--- src/rtl/fix_to_single_pipe.sv ---
// Fixed-point (signed/unsigned, W<=64) to IEEE 754 single converter; FIX_TO_SINGLE_ROUND_EN selects RNE over truncation.
// Latency: 3 cycles accept-to-out_valid, one result per clock when unstalled.
// Backpressure: per-stage valid flags with bubble collapse; holds up to 3 samples while out_ready is low.
module fix_to_single_pipe #(
    parameter int INT_WIDTH   = 12,
    parameter int FRACT_WIDTH = 4,
    parameter int SIGNED      = 1,
    parameter int TAG_WIDTH   = 4
) (
    input  logic                               clk,
    input  logic                               rst_n,
    input  logic                               in_valid,
    output logic                               in_ready,
    input  logic [INT_WIDTH+FRACT_WIDTH-1:0]   in_data,
    input  logic [TAG_WIDTH-1:0]               in_tag,
    output logic                               out_valid,
    input  logic                               out_ready,
    output logic [31:0]                        out_data,
    output logic [TAG_WIDTH-1:0]               out_tag,
    output logic                               out_inexact
);
    localparam int W   = INT_WIDTH + FRACT_WIDTH;
    localparam int FW  = W - 1;
    localparam int LZW = 7;

    logic                 r_s1_vld, r_s1_sign, r_s1_zero;
    logic [W-1:0]         r_s1_mag;
    logic [TAG_WIDTH-1:0] r_s1_tag;
    logic                 r_s2_vld, r_s2_sign, r_s2_zero;
    logic [FW-1:0]        r_s2_frac;
    logic [LZW-1:0]       r_s2_lz;
    logic [TAG_WIDTH-1:0] r_s2_tag;
    logic                 r_s3_vld;
    logic [31:0]          r_out_data;
    logic [TAG_WIDTH-1:0] r_out_tag;
    logic                 r_out_inexact;

    logic                 w_ld1, w_ld2, w_ld3;
    logic                 w_sign;
    logic [W-1:0]         w_mag;
    logic [LZW-1:0]       w_lz;
    logic [7:0]           w_exp_base, w_exp;
    logic [22:0]          w_mant;
    logic                 w_inexact;

    assign w_ld3    = !r_s3_vld || out_ready;
    assign w_ld2    = !r_s2_vld || w_ld3;
    assign w_ld1    = !r_s1_vld || w_ld2;
    assign in_ready = w_ld1;

    generate
        if (SIGNED != 0) begin : g_signed
            assign w_sign = in_data[W-1];
        end else begin : g_unsigned
            assign w_sign = 1'b0;
        end
    endgenerate

    // Negating the most negative value wraps to 2^(W-1), which is the right unsigned magnitude.
    assign w_mag = w_sign ? -in_data : in_data;

    always_ff @(posedge clk or negedge rst_n) begin
        if (!rst_n) begin
            r_s1_vld  <= 1'b0;
            r_s1_sign <= 1'b0;
            r_s1_zero <= 1'b0;
            r_s1_mag  <= '0;
            r_s1_tag  <= '0;
        end else if (w_ld1) begin
            r_s1_vld <= in_valid;
            if (in_valid) begin
                r_s1_sign <= w_sign;
                r_s1_zero <= (in_data == '0);
                r_s1_mag  <= w_mag;
                r_s1_tag  <= in_tag;
            end
        end
    end

    always_comb begin
        w_lz = '0;
        for (int i = 0; i < W; i++) begin
            if (r_s1_mag[i]) w_lz = LZW'(W - 1 - i);
        end
    end

    always_ff @(posedge clk or negedge rst_n) begin
        if (!rst_n) begin
            r_s2_vld  <= 1'b0;
            r_s2_sign <= 1'b0;
            r_s2_zero <= 1'b0;
            r_s2_frac <= '0;
            r_s2_lz   <= '0;
            r_s2_tag  <= '0;
        end else if (w_ld2) begin
            r_s2_vld <= r_s1_vld;
            if (r_s1_vld) begin
                r_s2_sign <= r_s1_sign;
                r_s2_zero <= r_s1_zero;
                r_s2_frac <= FW'(r_s1_mag << w_lz);
                r_s2_lz   <= w_lz;
                r_s2_tag  <= r_s1_tag;
            end
        end
    end

    // The hidden leading one is dropped at stage 2, so r_s2_frac holds only fraction bits.
    assign w_exp_base = 8'(127 + INT_WIDTH - 1 - int'(r_s2_lz));

    generate
        if (FW <= 23) begin : g_exact
            assign w_mant    = 23'(r_s2_frac) << (23 - FW);
            assign w_exp     = w_exp_base;
            assign w_inexact = 1'b0;
        end else begin : g_wide
            logic [22:0] w_trunc;
            assign w_trunc   = r_s2_frac[FW-1:FW-23];
            assign w_inexact = |r_s2_frac[FW-24:0];
`ifdef FIX_TO_SINGLE_ROUND_EN
            logic        w_guard, w_sticky, w_inc;
            logic [23:0] w_sum;
            assign w_guard = r_s2_frac[FW-24];
            if (FW > 24) begin : g_sticky
                assign w_sticky = |r_s2_frac[FW-25:0];
            end else begin : g_no_sticky
                assign w_sticky = 1'b0;
            end
            assign w_inc  = w_guard && (w_sticky || w_trunc[0]);
            assign w_sum  = {1'b0, w_trunc} + {23'd0, w_inc};
            assign w_mant = w_sum[22:0];
            assign w_exp  = w_exp_base + {7'd0, w_sum[23]};
`else
            assign w_mant = w_trunc;
            assign w_exp  = w_exp_base;
`endif
        end
    endgenerate

    always_ff @(posedge clk or negedge rst_n) begin
        if (!rst_n) begin
            r_s3_vld      <= 1'b0;
            r_out_data    <= '0;
            r_out_tag     <= '0;
            r_out_inexact <= 1'b0;
        end else if (w_ld3) begin
            r_s3_vld <= r_s2_vld;
            if (r_s2_vld) begin
                r_out_data    <= r_s2_zero ? 32'd0 : {r_s2_sign, w_exp, w_mant};
                r_out_tag     <= r_s2_tag;
                r_out_inexact <= r_s2_zero ? 1'b0 : w_inexact;
            end
        end
    end

    assign out_valid   = r_s3_vld;
    assign out_data    = r_out_data;
    assign out_tag     = r_out_tag;
    assign out_inexact = r_out_inexact;
endmodule

--- config.mk ---
export PLATFORM = sky130hd
export DESIGN_NAME = fix_to_single_pipe
export DESIGN_NICKNAME = d
export VERILOG_FILES = /design/src/rtl/fix_to_single_pipe.sv
export SDC_FILE = /design/constraint.sdc
export NUM_CORES = 1
export LEC_CHECK = 0
export BUFFER_PORTS_ARGS = -buffer_cell sky130_fd_sc_hd__buf_2
export CAP_MARGIN = 20
export CORE_MARGIN = 1
export CORE_UTILIZATION = 40
export CTS_CLUSTER_DIAMETER = 80
export DETAILED_ROUTE_END_ITERATION = 12
export PLACE_DENSITY = 0.64
export SYNTH_ARGS = -nofsm -noshare
export SYNTH_HDL_FRONTEND = slang
export SYNTH_SLANG_ARGS = --single-unit
--- constraint.sdc ---
create_clock -name clk -period 2.4 [get_ports clk]
set_clock_uncertainty 0.05 [all_clocks]
set_input_delay 0.24 -clock clk [delete_from_list [all_inputs] [get_ports clk]]
set_output_delay 0.24 -clock clk [all_outputs]
set_load 0.02 [all_outputs]
==> results of run 1 <==
==> path summary, 6_finish.rpt <==
kind	endpoint	slack (ns)
max reg2reg	r_s2_frac[6]	0.13
min	out_data[24]	-0.03
max in group asynchronous	r_s1_mag[15]	1.65
max	r_s2_frac[6]	0.13
min reg2reg	r_s2_tag[1]	0.42
min in group clk	r_s1_vld	0.05
==> final cells by class <==
type	count	area share [%]
inverter	11	0.815
timing repair buffer	90	10.8
multi-input combinational	345	42.5
tap	136	3.36
clock buffer	12	3.06
sequential	77	38.1
clock inverter	3	1.36
==> power groups by stage <==
| stage | logic, W | clock network [W] | registers [W] |
|---|---|---|---|
| floorplan | 0.00105 | 0 | 0.00208 |
| global route | 0.00198 | 0.00117 | 0.00198 |
| CTS | 0.00178 | 0.00112 | 0.00193 |
| detailed placement | 0.00178 | 0 | 0.00196 |
| finish | 0.00179 | 0.00110 | 0.00193 |
| global placement | 0.00176 | 0 | 0.00194 |
==> Yosys cell counts (2+ instances only) <==
cell	count	area [sq um]
o22ai_1	2	12.5
a221oi_2	2	30.0
o21ai_1	4	20.0
nand4b_1	2	17.5
a31oi_1	3	18.8
o211ai_1	2	15.0
a21o_1	3	22.5
a22o_1	5	43.8
o31ai_1	13	97.6
nand3b_1	6	45.0
a21boi_0	2	15.0
buf_6	3	33.8
a21oi_1	11	55.1
xor2_1	12	105
a32oi_1	3	26.3
buf_2	6	30.0
nand3_1	5	25.0
inv_1	11	41.3
a22oi_1	4	30.0
o21ai_2	3	26.3
mux2_2	12	135
ha_1	3	37.5
mux2i_1	4	40.0
nor3_1	4	20.0
nor4_1	4	25.0
xnor2_1	2	17.5
o21a_1	2	15.0
o21ai_0	47	235
and2_1	4	25.0
buf_4	10	75.1
dfrtp_1	77	1930
a221oi_1	2	17.5
nand4_1	3	18.8
mux4_2	2	45.0
nand2_1	94	353
o41ai_1	2	17.5
nor2_1	16	60.1
nand2b_1	25	156
nor2b_1	6	37.5
clkbuf_1	17	63.8
==> logic make-up (layout without fill, tap and decap cells) <==
group	count (synthesis)	in the layout
muxes	18	18
other	1	9
and+or+nand+nor	180	180
DFF	77	77
adders and majority gates	3	3
AOI/OAI and AO/OA	121	121
buffers and inverters	48	116
xor gates and xnor gates	14	14
==> through the flow <==
step | area [sq um] | total power (W)
6_report | 5060 | 0.00481
5_1_grt | 5060 | 0.00513
4_1_cts | 5020 | 0.00484
3_5_place_dp | 4800 | 0.00374
3_3_place_gp | 4800 | 0.00370
2_1_floorplan | 4310 | 0.00313
==> metal layers <==
metal | part of all wire, % | routed length, um
met1 | 48 | 4520
met5 | 0 | 0
met4 | 1.4 | 129
met2 | 48 | 4560
met3 | 2.5 | 232
==> sequential cells by signal, summed over array words and instances, names as in the netlist <==
signal and count:
out_data 23, out_tag 4, out_valid 1, r_s1_mag 16, r_s1_sign 1, r_s1_tag 4, r_s1_vld 1, r_s1_zero 1
r_s2_frac 15, r_s2_lz 4, r_s2_sign 1, r_s2_tag 4, r_s2_vld 1, r_s2_zero 1
==> repair_timing <==
| item | in CTS | in global routing |
|---|---|---|
| setup buffers | 0 | 3 |
| resized for setup | 0 | 7 |
| hold buffers | 0 | 0 |
| setup endpoints to repair | 1 | 11 |
| pin swaps | 1 | 3 |
==> worst register-to-register path: cells and delay by family, from the launching register on <==
| kind | cells | cell delay (ns) |
|---|---|---|
| simple gates | 3 | 0.82 |
| compound gates | 4 | 0.64 |
| flops | 1 | 0.47 |
| buf+inv | 1 | 0.20 |
==> metrics.md, run 1 <==
| Metric | Value |
|---|---|
| Max incr delay on CP | between 0.4 and 0.5 ns |
| Port Buffer Count | 53 |
| Total track usage | between 10% and 20% |
| Clock slew at reported path FFs | 0.08 ns |
| Synth Area in Adders | 0.876% |
| Largest family of logic cells by synthesized area | simple AND/OR/NAND/NOR gates |
| Sequential share of power | roughly two fifths |
| Internal Pwr Total | 0.00306 W |
| Fillers | 1021 |
| Avg Inst Size Synth | about 9.3 sq um |
| 1st-pass router iterations | 4 |
| Slowest CP cell | dfrtp_1 |
| Combinational share of power | roughly 37% |
| Final Net Count | 561 |
| Gpl congestion | 0.912 |
| Drt via density | between 5 and 6 |
| Failing checks | hold timing |
| Setup ws final | about 0.13 ns |
| CTS Sinks | 77 |
| Netlist cell types | 64 |
| Synth Instances | approximately 460 |
| Critical Path AT | 2.46 ns |
| CORE AREA | slightly above 10000 sq um |
| Post-route ant nets | 0 |
| Pin count of the biggest net entering global routing | 78 |
| Crit-path cells | nor4_4 -> o21a_1 -> a311oi_4 -> buf_4 -> nor4_1 -> a221oi_2 -> a22oi_1 -> nand2_1 |
| Worst vdd ir | 0.412 mV |
| Switch share | a little over a third |
| Wirelength, routed | between 9000 and 10000 um |
| Die area | around 11000 sq um |
| Layout cells sized above 1 | 26.4% |
| Initial antenna violation count | 0 |
| CTS tree | built |
| Crit. path cell count | 8 |
| Ant diodes | 0 |
| PD cells | around 950 nW/um^2 |
| Family with the most delay on the worst path | simple AND/OR/NAND/NOR gates |
| 1st-iter DRT viols | 186 |
| Setup violators final | 0 |
| Synth Area in Compound Gates | between 10% and 20% |
| Crit. Startpoint | r_s1_mag[10] |
| Synth Area in Simple Gates | 21.0% |
| Top_reg_cell synth | dfrtp_1 |
| Most Crowded Layer GR | met2 |
| Max Cap Viol | 0 |
| Routed length per instance | between 10 and 15 um |
| Multi-input logic area | 2150 sq um |
| Place WS | around 0.003 ns |
| Clk pwr share | 22.8% |
| Status | finished, violations left |
| Final Max Tran Viols | 0 |
| Hold slack final | -0.0289 ns |
| Synthesis Warnings | 0 |
| Vias in the first global route | roughly 3300 |
| Min cycle time layout | 2.27 ns |
| Buf/Inv on CP | 1 |
| Post-Layout Cell Count | approximately 670 |
| Sequential Area | a little under 2000 sq um |
| Chip Width | 105 um |
| Residual DRC | 0 |
| Final design utilization | 48.8% |
| Normalized max-slew margin | around 38% |
| First-pass GRT wire length | about 16000 um |
| Site Rows | 37 |
| Routing usage on met1 | a little under a quarter |
| Crit share post-route | between 90% and 100% |
| Later-pin clock latency in the skew report | 0.34 ns |
| DIE HEIGHT | 105 um |
| Psw | 0.00175 W |
| Met3 Usage GRT | around 2.9% |
| Initial Util | about two fifths |
| TritonCTS Buffers | 9 |
| Hpwl dp | between 7000 and 8000 um |
| Met2 Track Usage GR | 30.5% |
| Synth Register Bits | between 70 and 80 |
| Placed cell count | roughly 660 |
| Most frequent cells in the layout | 94 x nand2_1, 73 x dfrtp_1, 52 x buf_2, 47 x o21ai_0, 38 x buf_4 |
| Most common cell after layout, fill and taps aside | nand2_1 |
| Crit start category | flop |
| IO Pins | 63 |
| Fmax | roughly 440 MHz |
| Mux contribution to synthesized area | just over 5% |
| Setup Crit Path Kind | flop to flop |
| H-tree depth reported by CTS | 3 |
| Setup_tns | 0 ns |
| EDFF count, synth | 0 |
| Seq/Total Area, Yosys | between 40 and 50% |
| Setup crit end kind | flop |
| Synth-to-layout area growth | 18.2% |
| Actual slew at the worst max-slew pin | between 0.9 and 1 ns |
| Asr flop ratio synth | 100% |
| Crit path required time | approximately 2.6 ns |
| XOR/XNOR share of the synthesized area | approximately 2.9% |
| Final hold violations | 39 |
| RSZ-0062 raised after global routing | false |
| Post-synthesis cell area | about 4300 sq um |
| Hold crit path type | input pin to async pin |
| Clk root buf | clkbuf_8 |
| Gr ovfl total | 0 |
| DR vias | 3437 |
| Worst reg-to-reg path cell count | 8 |
| Worst-case clock buffer depth | 2 |
| Worst reg2reg startpoint | r_s1_mag[10] |
| Max Fanout on Critical Path | 8 |
| P_leak | roughly 2.3 nW |
Power figures use the tool's default switching activity.
==> run 2: changes to the inputs <==
Settings changed: BUFFER_PORTS_ARGS -buffer_cell sky130_fd_sc_hd__buf_2 to default, DONT_BUFFER_PORTS from default to 1, PLACE_DENSITY 0.64 to 0.59.
==> metrics.md, run 2 (same netlist as run 1, synthesis figures left out) <==
| Metric | Value |
|---|---|
| Clk root buf | clkbuf_8 |
| Port Buffer Count | 0 (-100%) |
| CTS tree | built |
| Crit start category | flop |
| Status | finished, final reports clean |
| 1st-pass router iterations | 4 (unchanged) |
| CTS Sinks | 77 (unchanged) |
| Final Max Tran Viols | 0 (unchanged) |
| Fmax | 438 MHz (-0.42%) |
| Crit path required time | 2.58 ns (about the same) |
| First-pass GRT wire length | 16700 um (+5.3%) |
| Clock slew at reported path FFs | 0.08 ns (about the same) |
| Die area | 11100 sq um (unchanged) |
| DIE HEIGHT | 105 um (unchanged) |
| IO Pins | 63 (unchanged) |
| Total Power | 0.00473 W (-1.8%) |
| Max Fanout on Critical Path | 5 (-3) |
| Routed length per instance | 15.6 um (+11%) |
| Max Cap Viol | 0 (unchanged) |
| Fillers | 1019 (-0.20%) |
| Later-pin clock latency in the skew report | 0.36 ns (+0.02 ns) |
| H-tree depth reported by CTS | 3 (unchanged) |
| Site Rows | 37 (unchanged) |
| Hpwl dp | 7450 um (+1.4%) |
| Ant diodes | 0 (unchanged) |
| Final hold violations | 0 (-100%) |
| Pin count of the biggest net entering global routing | 78 (unchanged) |
| Initial Util | 41.3% (unchanged) |
| DR vias | 3354 (-2.4%) |
| Setup violators final | 0 (unchanged) |
| Residual DRC | 0 (unchanged) |
| Actual slew at the worst max-slew pin | 0.576 ns (-0.358 ns) |
| TritonCTS Buffers | 9 (unchanged) |
| Final Net Count | 521 (-7.1%) |
| Setup ws final | 0.118 ns (-0.00956 ns) |
| Total track usage | 19.2% (+1.1 points) |
| Vias in the first global route | 3334 (+2.3%) |
| Normalized max-slew margin | 61.3% (+24 points) |
| Post-route ant nets | 0 (unchanged) |
| Drt via density | 5.28 (+3.6%) |
| Placed cell count | 605 (-7.8%) |
| Layout cells sized above 1 | 18.8% (-7.6 points) |
| Worst-case clock buffer depth | 2 (unchanged) |
| Min cycle time layout | 2.28 ns (+0.00956 ns) |
| Setup crit end kind | flop |
| Hold crit path type | input pin to flop |
| Chip Width | 105 um (unchanged) |
| Critical Path AT | 2.46 ns (about the same) |
| PD cells | 960 nW/um^2 (+1.1%) |
| Worst vdd ir | 0.324 mV (-21%) |
| Most frequent cells in the layout | 94 x nand2_1, 74 x dfrtp_1, 47 x o21ai_0, 42 x buf_4, 25 x nand2b_1 |
| Max reg flops | 23 (unchanged) |
| P_leak | 2.17 nW (-7.1%) |
| Post-Layout Cell Count | 635 (-5.8%) |
| Wirelength, routed | 9910 um (+5.0%) |
| Most common cell after layout, fill and taps aside | nand2_1 |
| 1st-iter DRT viols | 222 (+19%) |
| Initial antenna violation count | 0 (unchanged) |
| Crit share post-route | 95.1% (+0.40 points) |
| Gpl congestion | 0.872 (-4.3%) |
| Synth-to-layout area growth | 14.9% |
| CORE AREA | 10400 sq um (unchanged) |
| Gr ovfl total | 0 (unchanged) |
| Setup Crit Path Kind | flop to flop |
| Place WS | 0.00774 ns (+0.00474 ns) |
[run 2: cell types whose count changed in the layout (fill, tap and decap cells not counted), sizes merged]
cell	before	now
inv	11	13
clkbuf	12	10
dlygate4sd3	0	7
buf	90	43
clkinvlp	0	1
[run 2: cell type report]
cell class	instances	area [sq um]	area share (%)
clock buffers	10	128	2.59
flip-flops and latches	77	1930	39.2
repair buffers	50	413	8.39
clock inverters	6	93.8	1.91
inverters	11	41.3	0.839
well taps	136	170	3.46
multi-input cells	345	2150	43.6
[run 2: metrics by stage]
stage / TNS [ns] / area (sq um) / hold slack (ns) / util (%)
after global routing: -0.00906 / 4920 / 0.0213 / 47.5
after floorplan: 0 / 4310 / -0.106 / -
after global placement: 0 / 4550 / -0.104 / 43.9
after CTS: 0 / 4870 / 0.00745 / 46.9
after detailed placement: 0 / 4550 / -0.104 / 43.9
final: 0 / 4920 / 0.0243 / 47.5
[run 2: worst paths after layout]
check,end,depth (start not counted),start,slack [ns]
max,r_s2_frac[12],7,r_s1_mag[11],0.12
min,r_s1_mag[0],2,in_data[0],0.02
max reg2reg,r_s2_frac[12],7,r_s1_mag[11],0.12
min reg2reg,r_s2_zero,2,r_s1_zero,0.43
max in group asynchronous,r_s1_mag[10],2,rst_n,1.57
min in group asynchronous,out_data[13],2,rst_n,0.38
[run 2: power by group]
group | internal [W] | switching [W] | leakage, nW
clock network | 0.000595 | 0.000517 | 0.107
registers | 0.00166 | 0.000515 | 0.952
logic | 0.000674 | 0.000766 | 1.11
total | 0.00293 | 0.00180 | 2.17
[run 2: repair_timing]
action	CTS	global route
endpoints found under the hold margin	85	0
setup endpoints to repair	1	5
setup buffers	0	6
hold buffers	8	0
pin swaps	0	3
gates resized for setup	1	4
[run 2: critical path: stages (launching register included)]
cell      delay, ns
dfrtp_2        0.47
nor3_4         0.26
nand2_2        0.12
a31o_4         0.25
nand2_4        0.09
mux4_2         0.55
a221oi_2       0.28
o31ai_1        0.09
[run 2: layer usage]
metal  up-vias  wire length [um]  GRT usage, %
met4         0               178          7.44
met2        96              4680          31.2
met3        16               428          4.14
met5         -                 0             0
li1       1663                 -             -
met1      1579              4620          25.0
